`src/rtl/sbox_seq_ctrl.sv`:
```
// rtl/sbox_seq_ctrl.sv - byte-serial sequencer feeding a shared masked S-box pipeline
// Optional stall counter port enabled by defining SBOX_CTRL_STALL_CNT_EN.
module sbox_seq_ctrl #(
  parameter int d   = 2,
  parameter int LAT = 4
) (
  input  logic            clk,
  input  logic            rst_n,
  input  logic            in_valid,
  output logic            in_ready,
  input  logic [32*d-1:0] in_data,
  input  logic            rnd_valid,
  output logic            rnd_ready,
  output logic [8*d-1:0]  sb_in,
  output logic            sb_valid,
  input  logic [8*d-1:0]  sb_out,
  output logic            out_valid,
  input  logic            out_ready,
  output logic [32*d-1:0] out_data
`ifdef SBOX_CTRL_STALL_CNT_EN
  ,
  output logic [15:0]     stall_cnt
`endif
);

  typedef enum logic [1:0] {IDLE, FEED, DRAIN, DONE} state_t;

  state_t          state;
  logic [1:0]      k;
  logic [32*d-1:0] word_q;
  logic [LAT-1:0]  pv;
  logic [1:0]      pidx [LAT];
  logic            issue;

  assign issue     = (state == FEED) && rnd_valid;
  assign sb_valid  = issue;
  assign rnd_ready = issue;
  assign in_ready  = (state == IDLE);

  // Bus is forced to zero between issues so no share lingers on it.
  always_comb begin
    sb_in = '0;
    if (issue) begin
      for (int s = 0; s < d; s++) begin
        sb_in[8*s +: 8] = word_q[32*s + {k, 3'b000} +: 8];
      end
    end
  end

  always_ff @(posedge clk or negedge rst_n) begin
    if (!rst_n) begin
      state     <= IDLE;
      k         <= 2'd0;
      word_q    <= '0;
      pv        <= '0;
      out_data  <= '0;
      out_valid <= 1'b0;
      for (int i = 0; i < LAT; i++) begin
        pidx[i] <= 2'd0;
      end
    end else begin
      pv[0]   <= issue;
      pidx[0] <= k;
      for (int i = 1; i < LAT; i++) begin
        pv[i]   <= pv[i-1];
        pidx[i] <= pidx[i-1];
      end

      // The tail of the tracker lines up with the S-box result of that issue.
      if (pv[LAT-1]) begin
        for (int s = 0; s < d; s++) begin
          out_data[32*s + {pidx[LAT-1], 3'b000} +: 8] <= sb_out[8*s +: 8];
        end
      end

      case (state)
        IDLE: begin
          if (in_valid) begin
            word_q <= in_data;
            k      <= 2'd0;
            state  <= FEED;
          end
        end
        FEED: begin
          if (rnd_valid) begin
            k <= k + 2'd1;
            if (k == 2'd3) state <= DRAIN;
          end
        end
        DRAIN: begin
          if (pv[LAT-1] && (pidx[LAT-1] == 2'd3)) begin
            state     <= DONE;
            out_valid <= 1'b1;
          end
        end
        DONE: begin
          if (out_ready) begin
            state     <= IDLE;
            out_valid <= 1'b0;
          end
        end
        default: state <= IDLE;
      endcase
    end
  end

`ifdef SBOX_CTRL_STALL_CNT_EN
  always_ff @(posedge clk or negedge rst_n) begin
    if (!rst_n) begin
      stall_cnt <= 16'd0;
    end else if ((state == FEED) && !rnd_valid && (stall_cnt != 16'hFFFF)) begin
      stall_cnt <= stall_cnt + 16'd1;
    end
  end
`endif

endmodule

```
`config.mk`:
```
export PLATFORM = sky130hd
export DESIGN_NAME = sbox_seq_ctrl
export DESIGN_NICKNAME = d
export VERILOG_FILES = /design/src/rtl/sbox_seq_ctrl.sv
export SDC_FILE = /design/constraint.sdc
export NUM_CORES = 1
export LEC_CHECK = 0
export ABC_AREA = 1
export ABC_CLOCK_PERIOD_IN_PS = 3600
export CORE_ASPECT_RATIO = 2
export CORE_MARGIN = 2
export CORE_UTILIZATION = 54
export CTS_CLUSTER_DIAMETER = 80
export DETAILED_ROUTE_END_ITERATION = 16
export PLACE_DENSITY = 0.92
export SLEW_MARGIN = 20
export SYNTH_ARGS = -nofsm -noshare
export SYNTH_HDL_FRONTEND = slang
export SYNTH_SLANG_ARGS = --single-unit
```
`constraint.sdc`:
```
create_clock -name clk -period 3.6 [get_ports clk]
set_clock_uncertainty 0.1 [all_clocks]
set_input_delay 0.36 -clock clk [delete_from_list [all_inputs] [get_ports clk]]
set_output_delay 0.36 -clock clk [all_outputs]
set_load 0.005 [all_outputs]
```
; ---- Yosys cells after proc, flatten, opt, wreduce, memory -nomap -nowiden
; Cells that the tools add are included.
[totals]
register_bits = 145
in_bits = 85
output_inout_bits = 84
wordCells = 55
[op_classes]
addsub = 5
eq_ne = 10
shifts = 6
n_mux = 15
n_reduce_logical = 9
[op_table]
columns = operator, count
row1 = bitwise mux 64 bit, 2
row2 = "variable shift 8 x 34 -> 64 bit, first input constant", 2
row3 = variable part select 8 x 34 -> 64 bit, 2
row4 = variable part select 64 x 6 -> 8 bit, 1
row5 = variable part select 64 x 8 -> 8 bit, 1
row6 = negation 5 -> 34 bit, 1
row7 = negation 7 -> 34 bit, 1
row8 = 2-to-1 mux 16 bit, 1
row9 = "adder 6 x 5 -> 7 bit, first input constant", 2
row10 = 2-to-1 mux 2 bit, 7
row11 = "== test 2 bit, second input constant", 4
row12 = "!= test 2 bit, second input constant", 4
row13 = case mux 2 bit (4 select lines), 1
row14 = AND reduction 3 bit, 2
row15 = AND reduction 5 bit, 1
row16 = case mux 2 bit (2 select lines), 1
row17 = nonzero test 2 bit, 2
row18 = "adder 2 x 1 -> 2 bit, second input constant", 1
row19 = "== test 2 x 1 -> 1 bit, second input constant", 1
row20 = logical AND 1 bit, 2
row21 = zero test 2 bit, 1
row22 = 2-to-1 mux 1 bit, 2
row23 = "!= test 2 x 1 -> 1 bit, second input constant", 1
row24 = case mux 1 bit (2 select lines), 1
row25 = AND reduction 2 bit, 1

; ---- Longest topological paths before layout
; Gate-level depths: netlist of run 1.
[depth]
word_depth = 4
mapped_depth = 10
mapped_depth_nobuf = 8

; ---- Least setup slack after synthesis of run 1
; OpenSTA, ideal clock, no wires.
[synth_timing]
path_type = register to register
start = reg pidx[0] in the netlist's numbering
end = reg out_data[30]
setup_time_ns = 0.066
arrival_time_ns = 1.716
required_time_ns = 3.434
slack_ns = 1.718
stages_incl_launch_ff = 10
path_buffers = 2
synth_period_minus_slack_ns = 1.882
cell_sequence = dfrtp_1 -> buf_4 -> inv_1 -> ha_1 -> buf_4 -> nor2_1 -> nand3_1 -> nand2_1 -> nand2_1 -> nand2_1
[synth_between]
elab_chain_cells = 4
elab_cells_between_ends = 9
cone_classes = add/sub (3) / shift (4) / mux (2)
[synth_lines]
columns = element, line
row1 = start: declaration, 32  ; logic [1:0] pidx [LAT];
row2 = start signal: indexed assignment, 66  ; pidx[i] <= pidx[i-1];
row3 = adder 6 x 5 -> 7 bit / negation 5 -> 34 bit (equally long branches), 72  ; out_data[32*s + {pidx[LAT-1], 3'b000} +: 8] <= sb_out[8*s +: 8];
row4 = negation 7 -> 34 bit (tied with other cells), 72
row5 = variable part select 8 x 34 -> 64 bit (tied with other cells), 72
row6 = bitwise mux 64 bit *, 72
row7 = end signal: indexed assignment, 72
row8 = end: declaration, 19  ; output logic [32*d-1:0] out_data
; Every way passes the cells marked *; elsewhere a longest branch is shown, timed or not.
; A chain may end at the register's enable or synchronous reset.

; ---- Worst setup path after layout of run 1
[layout_timing]
start = reg state[1]
end = out sb_in[5]
[layout_between]
elab_chain_cells = 3
[layout_lines]
columns = element, line
row1 = start: declaration, 28  ; state_t state;
row2 = start signal: assignment, 52  ; state <= IDLE;
row3 = start signal: assignment, 81  ; state <= FEED;
row4 = start signal: assignment, 87  ; if (k == 2'd3) state <= DRAIN;
row5 = == test 2 x 1 -> 1 bit, 35  ; assign issue = (state == FEED) && rnd_valid;
row6 = logical AND 1 bit, 35
row7 = 2-to-1 mux 16 bit, 43  ; if (issue) begin
row8 = end: declaration, 14  ; output logic [8*d-1:0] sb_in,
; No other way between the ends.

==> results of run 1 <==
==> sequential cells by signal, indices dropped and copies added (netlist names) <==
signal and cells:
k 2, out_data 64, pidx 8, out_valid 1, pv 4, word_q 64
state 2
==> layout make-up <==
type | instances | area share
multi-input combinational | 547 | 0.303
inverter | 64 | 0.0263
clock buffer | 19 | 0.0473
timing repair buffer | 176 | 0.192
clock inverter | 13 | 0.0140
sequential | 145 | 0.397
tap | 150 | 0.0205
==> critical path, delay by kind of cell, from the launching register on <==
kind                       cells  cell delay (ns)
adders and majority gates      1             0.24
AOI/OAI and AO/OA              1             0.36
and+or+nand+nor                1             0.46
DFF                            1             0.40
buffers and inverters          2             0.68
==> how the worst max path moves through the flow <==
stage          startpoint            to  slack [ns]  cells past startpoint
3_5_place_dp    rnd_valid      sb_in[9]        0.98                      4
4_1_cts          state[1]      sb_in[9]        0.59                      5
5_1_grt          state[1]     sb_in[11]        0.42                      5
6_report         state[1]      sb_in[5]        0.57                      5
3_3_place_gp      pidx[0]  out_data[14]        1.08                      9
2_1_floorplan     pidx[0]  out_data[30]        1.72                      9
==> layer usage <==
layer  part of all wire  global-route usage  vias to the layer above  wire length [um]
met4              0.048               0.152                        0               870
met3              0.067              0.0806                       51              1230
li1                   -                   -                     2808                 -
met2               0.54               0.505                      251              9930
met5                  0                   0                        -                 0
met1               0.34               0.281                     2823              6260
==> cell families (layout without fill, tap and decap cells) <==
group                      Yosys count  in the layout  synth area share
and+or+nand+nor                    408            408             0.238
DFF                                145            145             0.532
buffers and inverters               99            272            0.0615
AOI/OAI and AO/OA                   77             77            0.0631
muxes                               48             48            0.0793
adders and majority gates           14             14            0.0257
==> placed cells by master, fill, tap and decap left out, types with 6 or more instances in the layout <==
cell	n
nand2_1	254
clkdlybuf4s50_1	167
ha_1	14
mux2_2	48
nand4_1	8
nand3_1	36
inv_1	61
clkbuf_16	17
buf_4	6
o21ai_2	10
a21oi_1	34
dfrtp_1	145
nor2_1	100
o21ai_0	30
==> power by group through the flow <==
stage | combinational [mW] | clock, mW | sequential, mW
2_1_floorplan | 1.67 | 0 | 2.75
3_3_place_gp | 2.88 | 0 | 2.82
3_5_place_dp | 2.97 | 0 | 2.85
4_1_cts | 3.02 | 1.70 | 2.84
5_1_grt | 3.33 | 1.78 | 2.91
6_report | 3.01 | 1.69 | 2.85
==> repair_timing <==
| item | CTS | global route |
|---|---|---|
| hold endpoints to repair | 79 | 0 |
| hold buffers | 1 | 0 |
| gates resized for setup | 0 | 0 |
==> run metrics, run 1 <==
sw power=2.69 mW; Worst Setup Path Type=register to output pin; Die W=83.4 um; core area=12,500 um^2; initial antenna violation count=0; Clock Latency Late Sink=0.41 ns; Critical Path RT=3.14 ns; Top FF cell, synth=dfrtp_1; FF-to-FF setup slack=0.97 ns; sequential share of the synthesized area=0.532; clock sink count=145; HP Class=register to register; post-route ant nets=0; final setup vio count=0; number of global-route vias before repair=6,143; die footprint=13,600 um^2; synthesized flop and latch total=roughly 150; Max-slew headroom=0.495; placed instance count=between 1,000 and 1,500; Final Max Tran Viols=0; WL final=around 18,000 um; Internal=around 5 mW; share of the synthesized area in the top cell type=0.532; DP Wirelength=12,900 um; Worst Hold Depth=0; die height=163 um; setup TNS=0 ns; Syn-to-layout area delta=34.2%; Setup crit end kind=output pin; CTS Buf Count=17; overflow left after global routing=0; CP Launch Type=register; Ys Warns=0; synth cell count leaders=nand2_1, dfrtp_1, nor2_1; Combinational Power Share=0.399; hold path start=pidx[5]; Synth area leaders=dfrtp_1, nand2_1, mux2_2; RSZ-0062 raised after global routing=false; share of synthesized flip-flops with an asynchronous set or reset=1.00; reg2reg path depth=9; sequential cell area=3630 um^2; syn avg cell area=8.62 um^2; Worst-path clk slew=about 0.06 ns; hold slack=between 0.2 and 0.25 ns; Overall Power=7.55 mW; PwrDens=about 830 nW/um^2; worst slew pin tran=around 0.76 ns; Cell Count, Final, Fillers Out=1,114; CTS Buffer Depth=2; Max VDD drop=0.000601 V; RR Endpoint=out_data[10]; minimum clock period=3.03 ns; # DRC=0; Worst Path Arrival=2.57 ns; Initial DRC Count=366; Setup Slack @ Placement=0.976 ns; CTS tree=done; worst-path fanout max=18; Max Cap Violations=0; sequential power share=0.377; clock network power share=0.223; syn_nets=890; Final GP Congestion=0.920; Post-Synthesis Cells=791; via count of the routed design=between 5,000 and 6,000; Worst path max stage delay=0.55 ns; WHS Endpoint=pidx[3]; EDFF count, synth=0; Distinct cells, synth=24; most frequent cell after synthesis=nand2_1; leak pwr=4.43 nW; fin crit share=0.840; first-pass iteration count of the detailed router=5; Worst Slack Setup Final=between 0.5 and 0.6 ns; slowest CP cell=clkdlybuf4s50_1; vias per inst=5.33; root buffer cell=clkbuf_16; footprint of the multi-input gates=2770 um^2; share of layout cells above drive strength 1=0.111; Hold Vio Cnt, Final=0; setup bufs post-CTS=0; critical path cell sequence=inv_1, ha_1, nand2_1, a21oi_1, clkdlybuf4s50_1; H-tree levels=4; reg-to-reg critical path startpoint=pidx[0]; layout filler cell count=820; largest net degree at the start of global routing=between 80 and 90; area post-placement=roughly 8600 um^2; Synth area leader=dfrtp_1; ANT cells=0; fmax=331 MHz; Port Buf Inserts=about 170; initial core utilization=0.546; Util after Layout=0.733; Syn Std Cell Area=a little under 7000 um^2; io pins=between 150 and 200; routed len/inst=16.4 um; switching portion of total power=0.357; NumNets Final=1,050; Row Count=58; Post-Layout Inst Area=9150 um^2; status=completed; GR Util All Layers=0.277; first-pass GRT wire length=29,500 um
Power figures use the tool's default switching activity.
==> run 2: changes to the inputs <==
--- a/config.mk
+++ b/config.mk
@@ -6,13 +6,13 @@
 export NUM_CORES = 1
 export LEC_CHECK = 0
 export ABC_AREA = 1
-export ABC_CLOCK_PERIOD_IN_PS = 3600
+export ABC_CLOCK_PERIOD_IN_PS = 3000
 export CORE_ASPECT_RATIO = 2
 export CORE_MARGIN = 2
-export CORE_UTILIZATION = 54
+export CORE_UTILIZATION = 50
 export CTS_CLUSTER_DIAMETER = 80
 export DETAILED_ROUTE_END_ITERATION = 16
-export PLACE_DENSITY = 0.92
+export PLACE_DENSITY = 0.87
 export SLEW_MARGIN = 20
 export SYNTH_ARGS = -nofsm -noshare
 export SYNTH_HDL_FRONTEND = slang
==> constraint.sdc (replaced) <==
create_clock -name clk -period 3 [get_ports clk]
set_clock_uncertainty 0.1 [all_clocks]
set_input_delay 0.3 -clock clk [delete_from_list [all_inputs] [get_ports clk]]
set_output_delay 0.3 -clock clk [all_outputs]
set_load 0.005 [all_outputs]
==> run 2 against run 1 <==
Via count decreased by 1.1%. Utilization decreased by 4.1 points. Sequential cell count unchanged. Combinational power up 20%. Cell count rose by 0.54%. Hold slack about the same. First-iteration DRC count down 37%. Sequential share of layout area shrank 0.40 points. Non-clock buffer count is 2 higher. Global-route usage decreased by 1.3 points. Routed wire length rose by 0.75%. Clock power increased by 31%. Critical path type unchanged.
==> run metrics, run 2 (synthesis results as in run 1) <==
first-pass iteration count of the detailed router=5; Worst Hold Depth=0; Max VDD drop=between 0.0004 and 0.0005 V; Final GP Congestion=slightly above 0.9; Die W=86.6 um; # DRC=0; largest net degree at the start of global routing=81; CTS tree=done; Worst Path Arrival=2.34 ns; vias per inst=5.24; CTS Buf Count=17; critical path cell sequence=buf_4, inv_1, nor2_1, o21ai_0, a21oi_1, clkdlybuf4s50_1; Syn-to-layout area delta=35.5%; final setup vio count=0; Worst path max stage delay=about 0.53 ns; via count of the routed design=5,867; RR Endpoint=out_data[37]; initial core utilization=0.510; layout filler cell count=992; Max-slew headroom=0.612; slowest CP cell=clkdlybuf4s50_1; clock sink count=around 150; DP Wirelength=13,600 um; ANT cells=0; Critical Path RT=about 2.6 ns; Final Max Tran Viols=0; RSZ-0062 raised after global routing=false; Worst Setup Path Type=register to output pin; Port Buf Inserts=168; WHS Endpoint=pidx[1]; share of layout cells above drive strength 1=0.114; CP startpoint=k[1]; Initial DRC Count=229; io pins=169; core area=13,400 um^2; Worst-path clk slew=~0.06 ns; Setup crit end kind=output pin; initial antenna violation count=0; fmax=365 MHz; H-tree levels=4; most frequent cells in the layout=nand2_1, clkdlybuf4s50_1, dfrtp_1, nor2_1, inv_1; setup TNS=0 ns; routed len/inst=around 16 um; worst-path fanout max=16; hold path start=pidx[3]; commonest non-fill, non-tap cell in the layout=nand2_1; WP buf/inv=3; die footprint=14,600 um^2; Clock Latency Late Sink=0.41 ns; reg2reg path depth=6; status=completed; Row Count=60; overflow left after global routing=0; FF-to-FF setup slack=between 0.7 and 0.8 ns; CTS Buffer Depth=2; CP Launch Type=register; WL final=~18,000 um; HP Class=register to register; Post-Layout Inst Area=about 9200 um^2; NumNets Final=1,052; worst slew pin tran=~0.58 ns; PwrDens=997 nW/um^2; area post-placement=~8600 um^2; Max Cap Violations=0; first-pass GRT wire length=29,700 um; Hold Vio Cnt, Final=0; GR Util All Layers=0.264; leak pwr=4.48 nW; die height=169 um; reg-to-reg critical path startpoint=pidx[1]; fin crit share=0.914; biggest regs=out_data (64), word_q (64), pidx (8); hold slack=0.246 ns; root buffer cell=clkbuf_16; delay-heaviest family, CP=buffers and inverters; setup bufs post-CTS=0; post-route ant nets=0; number of global-route vias before repair=6,045; minimum clock period=2.74 ns
-- run 2: worst reg2reg max path, cell delays in order, from the launching register on --
cell,delay [ns]
dfrtp_1,0.43
inv_1,0.15
ha_1,0.31
inv_2,0.26
nor2_2,0.18
nand3_2,0.36
o21ai_0,0.35
-- run 2: power breakdown --
| part | internal [mW] | switching, mW | total, mW |
|---|---|---|---|
| Combinational | 1.81 | 1.81 | 3.62 |
| Clock | 1.39 | 0.824 | 2.21 |
| Sequential | 2.87 | 0.511 | 3.38 |
-- run 2: per-layer routing --
metal	global-route usage	wire length, um	vias to the layer above
met3	0.0609	1070	61
met1	0.259	6050	2744
met4	0.139	1050	0
li1	-	-	2816
met2	0.494	10300	246
met5	0	0	-
-- run 2: layout make-up --
type | count | area, um^2 | area share
clock inverter | 13 | 188 | 0.0203
sequential | 145 | 3630 | 0.393
multi-input combinational | 547 | 2770 | 0.300
timing repair buffer | 178 | 1790 | 0.193
tap | 155 | 194 | 0.0210
inverter | 64 | 240 | 0.0260
clock buffer | 18 | 429 | 0.0465
-- run 2: worst max-delay path by stage --
stage               cells past startpoint            to
floorplan                               9  out_data[30]
global placement                        4     sb_in[11]
detailed placement                      4      sb_in[9]
CTS                                     5      sb_in[9]
global route                            6      sb_in[9]
finish                                  6     sb_in[13]
-- run 2: repair_timing --
item / 4_1_cts / 5_1_grt
endpoints found under the hold margin: 61 / 0
resized for setup: 0 / 1
hold buffers: 1 / 0
endpoints found under the setup margin: 0 / 1
-- run 2: metrics by stage --
step,std cells,worst slack [ns],utilization,power (mW)
3_3_place_gp,1088,0.592,0.644,6.87
5_1_grt,1120,0.122,0.691,9.85
4_1_cts,1120,0.153,0.691,9.28
6_report,1120,0.259,0.691,9.21
3_5_place_dp,1088,0.557,0.644,7.02
2_1_floorplan,791,1.12,-,5.30
==> run 3: changes to the inputs <==
--- a/config.mk
+++ b/config.mk
@@ -7,6 +7,7 @@
 export LEC_CHECK = 0
 export ABC_AREA = 1
 export ABC_CLOCK_PERIOD_IN_PS = 3000
+export CAP_MARGIN = 10
 export CORE_ASPECT_RATIO = 2
 export CORE_MARGIN = 2
 export CORE_UTILIZATION = 50
==> results of run 3 <==
Same layout as run 2: the final DEF is identical, and so are final timing and power.
